`src/rtl/tron_types_pkg.sv`:
```
// Shared types for the tron design: framebuffer geometry, pixel codes and
// the 12-bit colour palette used by the VGA scanout.
package tron_types;

    typedef enum logic [1:0] {
        EMPTY  = 2'b00,
        P1     = 2'b01,
        P2     = 2'b10,
        BORDER = 2'b11
    } pixel_t;

    localparam int unsigned FB_W    = 320;
    localparam int unsigned FB_H    = 240;
    localparam int unsigned FB_SIZE = FB_W * FB_H;
    localparam int unsigned FB_AW   = 19;

    typedef struct packed {
        logic [3:0] r;
        logic [3:0] g;
        logic [3:0] b;
    } rgb_t;

    localparam rgb_t PAL_EMPTY  = 12'h000;
    localparam rgb_t PAL_P1     = 12'h0F0;
    localparam rgb_t PAL_P2     = 12'hF0F;
    localparam rgb_t PAL_BORDER = 12'hFFF;

    // Map a framebuffer code to its display colour.
    function automatic rgb_t palette(input pixel_t code);
        rgb_t c;
        c = PAL_EMPTY;
        case (code)
            EMPTY:   c = PAL_EMPTY;
            P1:      c = PAL_P1;
            P2:      c = PAL_P2;
            BORDER:  c = PAL_BORDER;
            default: c = PAL_EMPTY;
        endcase
        return c;
    endfunction

endpackage

```
`src/rtl/vga_timing.sv`:
```
// VGA raster timing: pixel-enable divider, horizontal/vertical counters,
// raw (undelayed) active/sync flags and the per-frame strobe.
// Ports:
//   clock, reset       - system clock, synchronous active-high reset
//   pix_en_c           - one-clock pixel enable, every CLK_DIV clocks
//   hc, vc             - current raster position (registered)
//   active_c           - position lies in the visible area
//   hs_raw_c, vs_raw_c - active-low syncs for the current position
//   frame_start_c      - high in the clock the counters wrap to (0,0)
module vga_timing
    import tron_types::*;
#(
    parameter int unsigned CLK_DIV  = 2,
    parameter int unsigned H_ACTIVE = 640,
    parameter int unsigned H_FP     = 16,
    parameter int unsigned H_SYNC   = 96,
    parameter int unsigned H_BP     = 48,
    parameter int unsigned V_ACTIVE = 480,
    parameter int unsigned V_FP     = 10,
    parameter int unsigned V_SYNC   = 2,
    parameter int unsigned V_BP     = 33,
    localparam int unsigned H_TOTAL = H_ACTIVE + H_FP + H_SYNC + H_BP,
    localparam int unsigned V_TOTAL = V_ACTIVE + V_FP + V_SYNC + V_BP,
    localparam int unsigned HC_W    = $clog2(H_TOTAL),
    localparam int unsigned VC_W    = $clog2(V_TOTAL),
    localparam int unsigned DIV_W   = $clog2(CLK_DIV)
) (
    input  logic            clock,
    input  logic            reset,
    output logic            pix_en_c,
    output logic [HC_W-1:0] hc,
    output logic [VC_W-1:0] vc,
    output logic            active_c,
    output logic            hs_raw_c,
    output logic            vs_raw_c,
    output logic            frame_start_c
);

    if (CLK_DIV < 2) begin : g_bad_clk_div
        $error("vga_timing: CLK_DIV must be >= 2");
    end

    logic [DIV_W-1:0] pix_div_q, pix_div_d;
    logic [HC_W-1:0]  hc_q, hc_d;
    logic [VC_W-1:0]  vc_q, vc_d;
    logic             h_last, v_last;

    // Divider and raster counters.
    always_comb begin
        pix_en_c  = (pix_div_q == DIV_W'(CLK_DIV - 1));
        h_last    = (hc_q == HC_W'(H_TOTAL - 1));
        v_last    = (vc_q == VC_W'(V_TOTAL - 1));
        pix_div_d = pix_en_c ? '0 : pix_div_q + DIV_W'(1);
        hc_d      = hc_q;
        vc_d      = vc_q;
        if (pix_en_c) begin
            hc_d = h_last ? '0 : hc_q + HC_W'(1);
            if (h_last) begin
                vc_d = v_last ? '0 : vc_q + VC_W'(1);
            end
        end
    end

    // Raw flags for the current position, plus the wrap strobe.
    always_comb begin
        active_c = (hc_q < HC_W'(H_ACTIVE)) && (vc_q < VC_W'(V_ACTIVE));
        hs_raw_c = !((hc_q >= HC_W'(H_ACTIVE + H_FP)) &&
                     (hc_q <  HC_W'(H_ACTIVE + H_FP + H_SYNC)));
        vs_raw_c = !((vc_q >= VC_W'(V_ACTIVE + V_FP)) &&
                     (vc_q <  VC_W'(V_ACTIVE + V_FP + V_SYNC)));
        frame_start_c = pix_en_c && h_last && v_last && !reset;
    end

    always_ff @(posedge clock) begin
        if (reset) begin
            pix_div_q <= '0;
            hc_q      <= '0;
            vc_q      <= '0;
        end else begin
            pix_div_q <= pix_div_d;
            hc_q      <= hc_d;
            vc_q      <= vc_d;
        end
    end

    assign hc = hc_q;
    assign vc = vc_q;

endmodule

```
`src/rtl/vga_scanout.sv`:
```
// Framebuffer scanout: reads the 320x240 2bpp framebuffer through RAM port B,
// doubles each cell 2x2 and drives 640x480 VGA with a per-frame strobe.
// Ports:
//   clock, reset      - system clock, synchronous active-high reset
//   ram_address       - read address, 320*y + x (registered)
//   ram_read_data     - pixel code returned by the RAM
//   vga_r/g/b         - 4-bit colour channels (registered)
//   vga_hs, vga_vs    - active-low syncs (registered)
//   frame_start       - one-clock pulse as the raster wraps to (0,0)
module vga_scanout
    import tron_types::*;
#(
    parameter int unsigned CLK_DIV     = 2,
    parameter int unsigned RAM_LATENCY = 1,
    parameter int unsigned H_ACTIVE    = 640,
    parameter int unsigned H_FP        = 16,
    parameter int unsigned H_SYNC      = 96,
    parameter int unsigned H_BP        = 48,
    parameter int unsigned V_ACTIVE    = 480,
    parameter int unsigned V_FP        = 10,
    parameter int unsigned V_SYNC      = 2,
    parameter int unsigned V_BP        = 33
) (
    input  logic             clock,
    input  logic             reset,
    output logic [FB_AW-1:0] ram_address,
    input  logic [1:0]       ram_read_data,
    output logic [3:0]       vga_r,
    output logic [3:0]       vga_g,
    output logic [3:0]       vga_b,
    output logic             vga_hs,
    output logic             vga_vs,
    output logic             frame_start
);

    localparam int unsigned HC_W = $clog2(H_ACTIVE + H_FP + H_SYNC + H_BP);
    localparam int unsigned VC_W = $clog2(V_ACTIVE + V_FP + V_SYNC + V_BP);

    // Read data must settle within one pixel period of the address change.
    if (RAM_LATENCY < 1 || RAM_LATENCY >= CLK_DIV) begin : g_bad_ram_latency
        $error("vga_scanout: RAM_LATENCY must be in 1..CLK_DIV-1");
    end

    logic            pix_en;
    logic [HC_W-1:0] hc;
    logic [VC_W-1:0] vc;
    logic            active;
    logic            hs_raw;
    logic            vs_raw;

    vga_timing #(
        .CLK_DIV  (CLK_DIV),
        .H_ACTIVE (H_ACTIVE),
        .H_FP     (H_FP),
        .H_SYNC   (H_SYNC),
        .H_BP     (H_BP),
        .V_ACTIVE (V_ACTIVE),
        .V_FP     (V_FP),
        .V_SYNC   (V_SYNC),
        .V_BP     (V_BP)
    ) u_timing (
        .clock         (clock),
        .reset         (reset),
        .pix_en_c      (pix_en),
        .hc            (hc),
        .vc            (vc),
        .active_c      (active),
        .hs_raw_c      (hs_raw),
        .vs_raw_c      (vs_raw),
        .frame_start_c (frame_start)
    );

    logic [FB_AW-1:0] ram_address_q, ram_address_d;
    logic             act_s1_q, act_s1_d;
    logic             hs_s1_q, hs_s1_d;
    logic             vs_s1_q, vs_s1_d;
    rgb_t             rgb_q, rgb_d;
    logic             hs_out_q, hs_out_d;
    logic             vs_out_q, vs_out_d;
    logic [FB_AW-1:0] cell_x, cell_y;

    // Two pixel-period pipeline: slot 0 issues the address and captures the
    // raster flags; slot 1 colours the returned code and releases the syncs,
    // so colour and sync stay aligned two pixels behind the counters.
    always_comb begin
        cell_x        = FB_AW'(hc >> 1);
        cell_y        = FB_AW'(vc >> 1);
        ram_address_d = ram_address_q;
        act_s1_d      = act_s1_q;
        hs_s1_d       = hs_s1_q;
        vs_s1_d       = vs_s1_q;
        rgb_d         = rgb_q;
        hs_out_d      = hs_out_q;
        vs_out_d      = vs_out_q;
        if (pix_en) begin
            // 320*y as (y<<8)+(y<<6); peaks at 76799, well inside 19 bits.
            ram_address_d = active ? (cell_y << 8) + (cell_y << 6) + cell_x : '0;
            act_s1_d      = active;
            hs_s1_d       = hs_raw;
            vs_s1_d       = vs_raw;
            rgb_d         = act_s1_q ? palette(pixel_t'(ram_read_data)) : PAL_EMPTY;
            hs_out_d      = hs_s1_q;
            vs_out_d      = vs_s1_q;
        end
    end

    always_ff @(posedge clock) begin
        if (reset) begin
            ram_address_q <= '0;
            act_s1_q      <= 1'b0;
            hs_s1_q       <= 1'b1;
            vs_s1_q       <= 1'b1;
            rgb_q         <= PAL_EMPTY;
            hs_out_q      <= 1'b1;
            vs_out_q      <= 1'b1;
        end else begin
            ram_address_q <= ram_address_d;
            act_s1_q      <= act_s1_d;
            hs_s1_q       <= hs_s1_d;
            vs_s1_q       <= vs_s1_d;
            rgb_q         <= rgb_d;
            hs_out_q      <= hs_out_d;
            vs_out_q      <= vs_out_d;
        end
    end

    assign ram_address = ram_address_q;
    assign vga_r       = rgb_q.r;
    assign vga_g       = rgb_q.g;
    assign vga_b       = rgb_q.b;
    assign vga_hs      = hs_out_q;
    assign vga_vs      = vs_out_q;

endmodule

```
`config.mk`:
```
export PLATFORM = sky130hd
export DESIGN_NAME = vga_scanout
export DESIGN_NICKNAME = d
export VERILOG_FILES = /design/src/rtl/tron_types_pkg.sv /design/src/rtl/vga_timing.sv /design/src/rtl/vga_scanout.sv
export SDC_FILE = /design/constraint.sdc
export NUM_CORES = 1
export LEC_CHECK = 0
export ABC_CLOCK_PERIOD_IN_PS = 2250
export CAP_MARGIN = 30
export CORE_ASPECT_RATIO = 1.1
export CORE_MARGIN = 5
export CORE_UTILIZATION = 33
export CTS_CLUSTER_DIAMETER = 40
export DETAILED_ROUTE_END_ITERATION = 7
export GPL_TIMING_DRIVEN = 0
export PLACE_DENSITY = 0.66
export SYNTH_ARGS = -nofsm -noshare
export SYNTH_HDL_FRONTEND = slang
export SYNTH_SLANG_ARGS = --single-unit
```
`constraint.sdc`:
```
create_clock -name clock -period 2.25 [get_ports clock]
set_input_delay 0.225 -clock clock [delete_from_list [all_inputs] [get_ports clock]]
set_output_delay 0.225 -clock clock [all_outputs]
set_load 0.02 [all_outputs]
```
==> results of run 1 <==
## worst register-to-register path: stages (launching register included)
cell	delay, ns
dfxtp_4	0.36
buf_4	0.16
ha_1	0.33
ha_4	0.19
a21o_1	0.20
a31o_2	0.26
or3_1	0.34
a32o_1	0.24
## registers in the layout, summed over array words and instances (netlist names)
| register | cells |
|---|---|
| act_s1_q | 1 |
| hs_s1_q | 1 |
| ram_address | 18 |
| u_timing.hc | 10 |
| u_timing.pix_en_c | 1 |
| u_timing.vc | 10 |
| vga_g | 1 |
| vga_hs | 1 |
| vga_r | 1 |
| vga_vs | 1 |
| vs_s1_q | 1 |
## timing repair
| item | CTS | global route |
|---|---|---|
| resized for setup | 22 | 16 |
| setup buffers | 2 | 6 |
| endpoints found under the setup margin | 6 | 5 |
| pin swaps | 5 | 5 |
## layout by cell type, fill, tap and decap left out, types with 4 or more instances in the layout
| cell | instances |
|---|---|
| dfxtp_1 | 37 |
| nand2_1 | 17 |
| clkbuf_8 | 5 |
| nand2b_1 | 4 |
| buf_4 | 20 |
| xor2_1 | 5 |
| nand3_1 | 7 |
| dfxtp_2 | 6 |
| a21oi_1 | 11 |
| nand4_1 | 5 |
| o21ai_0 | 14 |
| inv_1 | 11 |
| o211ai_1 | 4 |
| clkbuf_1 | 6 |
| a22o_1 | 8 |
| nor2_1 | 20 |
| ha_1 | 16 |
| xnor2_1 | 9 |
| or3_1 | 6 |
| ha_4 | 4 |
| clkdlybuf4s50_1 | 35 |
## metrics by stage
stage,power (mW),instances,setup WS (ns),util,TNS [ns]
after floorplan,0.912,270,0.0339,-,0
after global placement,0.951,393,-0.265,0.399,-0.867
after detailed placement,0.952,393,-0.253,0.399,-1.00
after CTS,1.58,403,0.00949,0.422,0
after global routing,1.62,409,-0.00106,0.439,-0.00106
final,1.56,409,0.0721,0.439,0
## final timing paths
| kind | slack [ns] | start | end | cells after the start |
|---|---|---|---|---|
| setup / recovery | 0.07 | u_timing.vc[3] | ram_address[14] | 7 |
| hold / removal | 0.45 | ram_address[9] | ram_address[9] | 2 |
| setup reg to reg | 0.07 | u_timing.vc[3] | ram_address[14] | 7 |
| hold reg to reg | 0.45 | ram_address[9] | ram_address[9] | 2 |
## where the power goes
part / switching [mW] / total, mW / internal [mW]
registers: 0.00811 / 0.828 / 0.820
logic: 0.0583 / 0.102 / 0.0433
clock network: 0.298 / 0.631 / 0.333
## cells by family after synthesis
family                   synth area share
flip-flops                          0.371
multiplexers                      0.00806
buffers and inverters              0.0766
adder cells (fa/ha/maj)             0.122
other                             0.00151
AO/OA/AOI/OAI                       0.162
XOR/XNOR                           0.0494
AND/OR/NAND/NOR                     0.210
## layer usage
metal  up-vias  routed length (um)
met2        52                2650
met4         0                  95
met5         -                   0
li1       1063                   -
met3         9                 281
met1      1005                2670
## layout make-up
class,instances,area share
inverters,12,0.0139
flip-flops and latches,46,0.290
clock inverters,3,0.0135
well taps,87,0.0336
repair buffers,44,0.130
clock buffers,5,0.0212
plain buffers,22,0.0447
multi-input cells,190,0.454
==> metrics.txt, run 1 <==
cell taking the most area after synthesis dfxtp_1; Site Rows 33; Post-synth top cells dfxtp_1, ha_1, nor2_1; max cap viols 0; slew margin rel. 0.591; io pins 38; Syn-to-layout area delta 30.7%; Leakage 1.27 nW; grt ovf 0; drt total wl 5700 um; Mapped Area 2480 um^2; Hold WC Path Type register to register; CP peak stage delay 0.36 ns; routed vias/inst 5.21; share of cells above drive strength 1 0.196; Placed Area 2950 um^2; Crit Path Class register to register; vias in the first global route 1989; routed len/inst 13.9 um; Initial Util 0.336; ys flop type dfxtp_1; fmax 0.459 GHz; Slew @ Worst Pin 0.613 ns; multi-input logic area 1470 um^2; Yosys reg bits 46; Post-synth EDFFs 0; VDD IR max 0.000319 V; die width 92.7 um; routed vias 2129; top-area cell type share of the netlist area 0.371; met2 Usage GRT 0.198; Fin Hold WS 0.455 ns; # DRC 0; net count after synthesis 297; final instance area 3240 um^2; Synth Warn # 0; placer congestion estimate 0.811; Fillers 686; DIE AREA 9360 um^2; CP Max Fanout 7; clock transition at the registers of the reported paths 0.09 ns; period utilization 0.968; cts bufs inserted 5; Mean Syn Cell Area 9.19 um^2; CP top delay family compound AO/OA/AOI/OAI gates; final hold violation count 0; die height 101 um; Iter 0 DRT Violations 100; met3 Use GR 0.0299; register area 940 um^2; GRT Util Overall 0.121; DR pass1 iterations 4; H-tree depth 2; core area 7390 um^2; ANT nets after route 0; cts hold-fix bufs 0; status complete, no violations; fraction of registers with async set/reset 0; nets 348; clock sinks 46; M1 GR Usage 0.153; CTS tree built; # setup viols final 0; post-synthesis sequential area ratio 0.371; initial antenna violation count 0; most frequent cell after synthesis dfxtp_1; min Tclk post-route 2.18 ns; Worst Path Required 2.45 ns; DP Wirelength 3950 um; global-route wire length before repair 9220 um; Port Buffer Count 36; CP Cell Sequence buf_4, ha_1, ha_4, a21o_1, a31o_2, or3_1, a32o_1; Clock Latency Late Sink 0.30 ns; endpoint class of the critical path register; Antenna diodes 0; largest net degree at the start of global routing 16; Crit path buffers/inverters 1; Syn Inst Count 270; gr busiest metal met2; root buffer cell clkbuf_8; Power Density 481 nW/um^2; clock buffer depth 2; Worst setup SP type register; Post-Route Skew 0.00443 ns; synth top area cells dfxtp_1, ha_1, buf_4; Synth cell types 49; Crit path arrival time 2.38 ns; Slew Limit Fails 0; slowest CP cell dfxtp_4
Note: power is estimated with default switching activity, not from simulation.
==> run 2, diff against run 1 <==
--- a/config.mk
+++ b/config.mk
@@ -6,8 +6,6 @@
 export NUM_CORES = 1
 export LEC_CHECK = 0
 export ABC_CLOCK_PERIOD_IN_PS = 2250
-export CAP_MARGIN = 30
-export CORE_ASPECT_RATIO = 1.1
 export CORE_MARGIN = 5
 export CORE_UTILIZATION = 33
 export CTS_CLUSTER_DIAMETER = 40
==> metrics.txt, run 2 (same netlist as run 1, synthesis figures left out) <==
Worst Path Required 2.03 ns (-0.42 ns); fmax 0.460 GHz (+0.15%); io pins 38 (unchanged); Hold WC Path Type register to register; clock share of power 0.362 (-0.042); Slew Limit Fails 0 (unchanged); hold depth 2 (unchanged); Sw Share 0.239 (+0.00564); slew margin rel. 0.593 (+0.00221); setup TNS 0 ns (unchanged); sequential power share 0.567 (+0.036); Crit path buffers/inverters 2 (+1); share of cells above drive strength 1 0.207 (+0.0118); final hold violation count 0 (unchanged); ANT nets after route 0 (unchanged); cts hold-fix bufs 0 (unchanged); period utilization 0.967 (-0.00144); Final Core Density 0.450 (+0.0109); drt total wl 5980 um (+4.9%); Initial Util 0.340 (+0.00455); nets 349 (+0.29%); endpoint class of the critical path primary output; core area 7290 um^2 (-1.3%); WP depth 6 (-1); slowest CP cell or3_4; Antenna diodes 0 (unchanged); Placed Area 2970 um^2 (+0.51%); Site Rows 31 (-6.1%); Power Density 444 nW/um^2 (-7.7%); global-route wire length before repair 9880 um (+7.2%); routed vias 2097 (-1.5%); CP Cell Sequence ha_2, nand4_4, or3_4, buf_6, nor3_4, buf_6; vias in the first global route 2057 (+3.4%); H-tree depth 2 (unchanged); Crit path arrival time 1.95 ns (-0.43 ns); status complete, no violations; GRT Util Overall 0.127 (+0.00543); CP top delay family simple AND/OR/NAND/NOR gates; Slew @ Worst Pin 0.610 ns (-0.00332 ns); combinational share of power 0.071 (+0.006); Syn-to-layout area delta 32.2%; cts bufs inserted 5 (unchanged); Clock Latency Late Sink 0.30 ns (about the same); VDD IR max 0.000219 V (-31%); Worst setup SP type register; root buffer cell clkbuf_8; final instance area 3280 um^2 (+1.1%); min Tclk post-route 2.17 ns (-0.00325 ns); initial antenna violation count 0 (unchanged); Port Buffer Count 36 (unchanged); Crit Path Class register to primary output; Switching Power 0.348 mW (-4.5%); CP Max Fanout 10 (+3); cell internal pwr 1.11 mW (-7.4%); FF-to-FF End ram_address[14]; Fin Hold WS 0.459 ns (+0.00448 ns); grt ovf 0 (unchanged); Leakage 1.26 nW (-0.79%); routed len/inst 14.2 um (+1.7%); commonest non-fill, non-tap cell in the layout dfxtp_1; CTS tree built; max cap viols 0 (unchanged); placer congestion estimate 0.822 (+1.3%); Iter 0 DRT Violations 108 (+8.0%); max FFs per register 18 (unchanged); clock transition at the registers of the reported paths 0.09 ns (about the same); # setup viols final 0 (unchanged); CP dominant cell by count buf_6; DP Wirelength 4270 um (+8.1%); CP peak stage delay 0.43 ns (+0.07 ns); DIE AREA 9360 um^2 (about the same); die height 96.7 um (-4.2%); worst reg2reg startpoint u_timing.vc[1]; DR pass1 iterations 4 (unchanged); hold wc startpoint ram_address[8]; Reg2Reg Depth 8 (+1); clock buffer depth 2 (unchanged); routed vias/inst 4.97 (-4.5%); WHS Endpoint ram_address[8]; flop2flop setup slack 0.09 ns (+0.02 ns); Fillers 736 (+7.3%); Post-Route Skew 0.00751 ns (+0.00308 ns); commonest cells after routing, fill and taps aside dfxtp_1, clkdlybuf4s50_1, buf_4; die width 96.7 um (+4.4%); # DRC 0 (unchanged); Total Power 1.46 mW (-6.7%); largest net degree at the start of global routing 15 (-1); clock sinks 46 (unchanged)
## run 2: through the flow
step	cells	setup WS, ns
CTS	416	0.00427
global placement	405	-0.278
detailed placement	405	-0.256
global route	422	-0.00670
finish	422	0.0753
floorplan	270	0.0339
## run 2: area by class of cell
type,instances,area (um^2),area share
Tap cell,99,124,0.0378
Clock inverter,2,12.5,0.00381
Sequential cell,46,948,0.289
Buffer,22,148,0.0450
Clock buffer,6,82.6,0.0252
Multi-Input combinational cell,190,1490,0.455
Timing Repair Buffer,45,429,0.131
Inverter,12,45.0,0.0137
## run 2: worst max-delay path by stage
stage	start	endpoint	slack (ns)
after CTS	u_timing.hc[9]	ram_address[12]	0.004
after global placement	u_timing.hc[0]	frame_start	-0.28
after floorplan	u_timing.vc[3]	ram_address[14]	0.03
after global routing	u_timing.vc[2]	ram_address[13]	-0.007
final	u_timing.hc[0]	frame_start	0.08
after detailed placement	u_timing.hc[0]	frame_start	-0.26
## run 2: per-layer routing
| layer | up-vias | GRT usage | wire length (um) |
|---|---|---|---|
| li1 | 1060 | - | - |
| met1 | 990 | 0.155 | 2750 |
| met2 | 41 | 0.214 | 2890 |
| met3 | 6 | 0.0374 | 258 |
| met4 | 0 | 0.0389 | 76 |
| met5 | - | 0 | 0 |
## run 2: tightest hold or removal path, stage by stage (launching register included)
cell     delay (ns)
dfxtp_1        0.33
nand2_1        0.04
o21ai_0        0.05
## run 2: power by group through the flow
stage / clock network, mW / registers, mW / logic [mW]
2_1_floorplan: 0 / 0.853 / 0.0586
3_3_place_gp: 0 / 0.850 / 0.101
3_5_place_dp: 0 / 0.851 / 0.103
4_1_cts: 0.544 / 0.830 / 0.104
5_1_grt: 0.581 / 0.828 / 0.112
6_report: 0.528 / 0.826 / 0.103
## run 2: timing repair
action	CTS	global route
buffers inserted	3	6
pin swaps	5	6
hold endpoints to repair	0	0
setup endpoints to repair	6	4
resized for setup	23	23
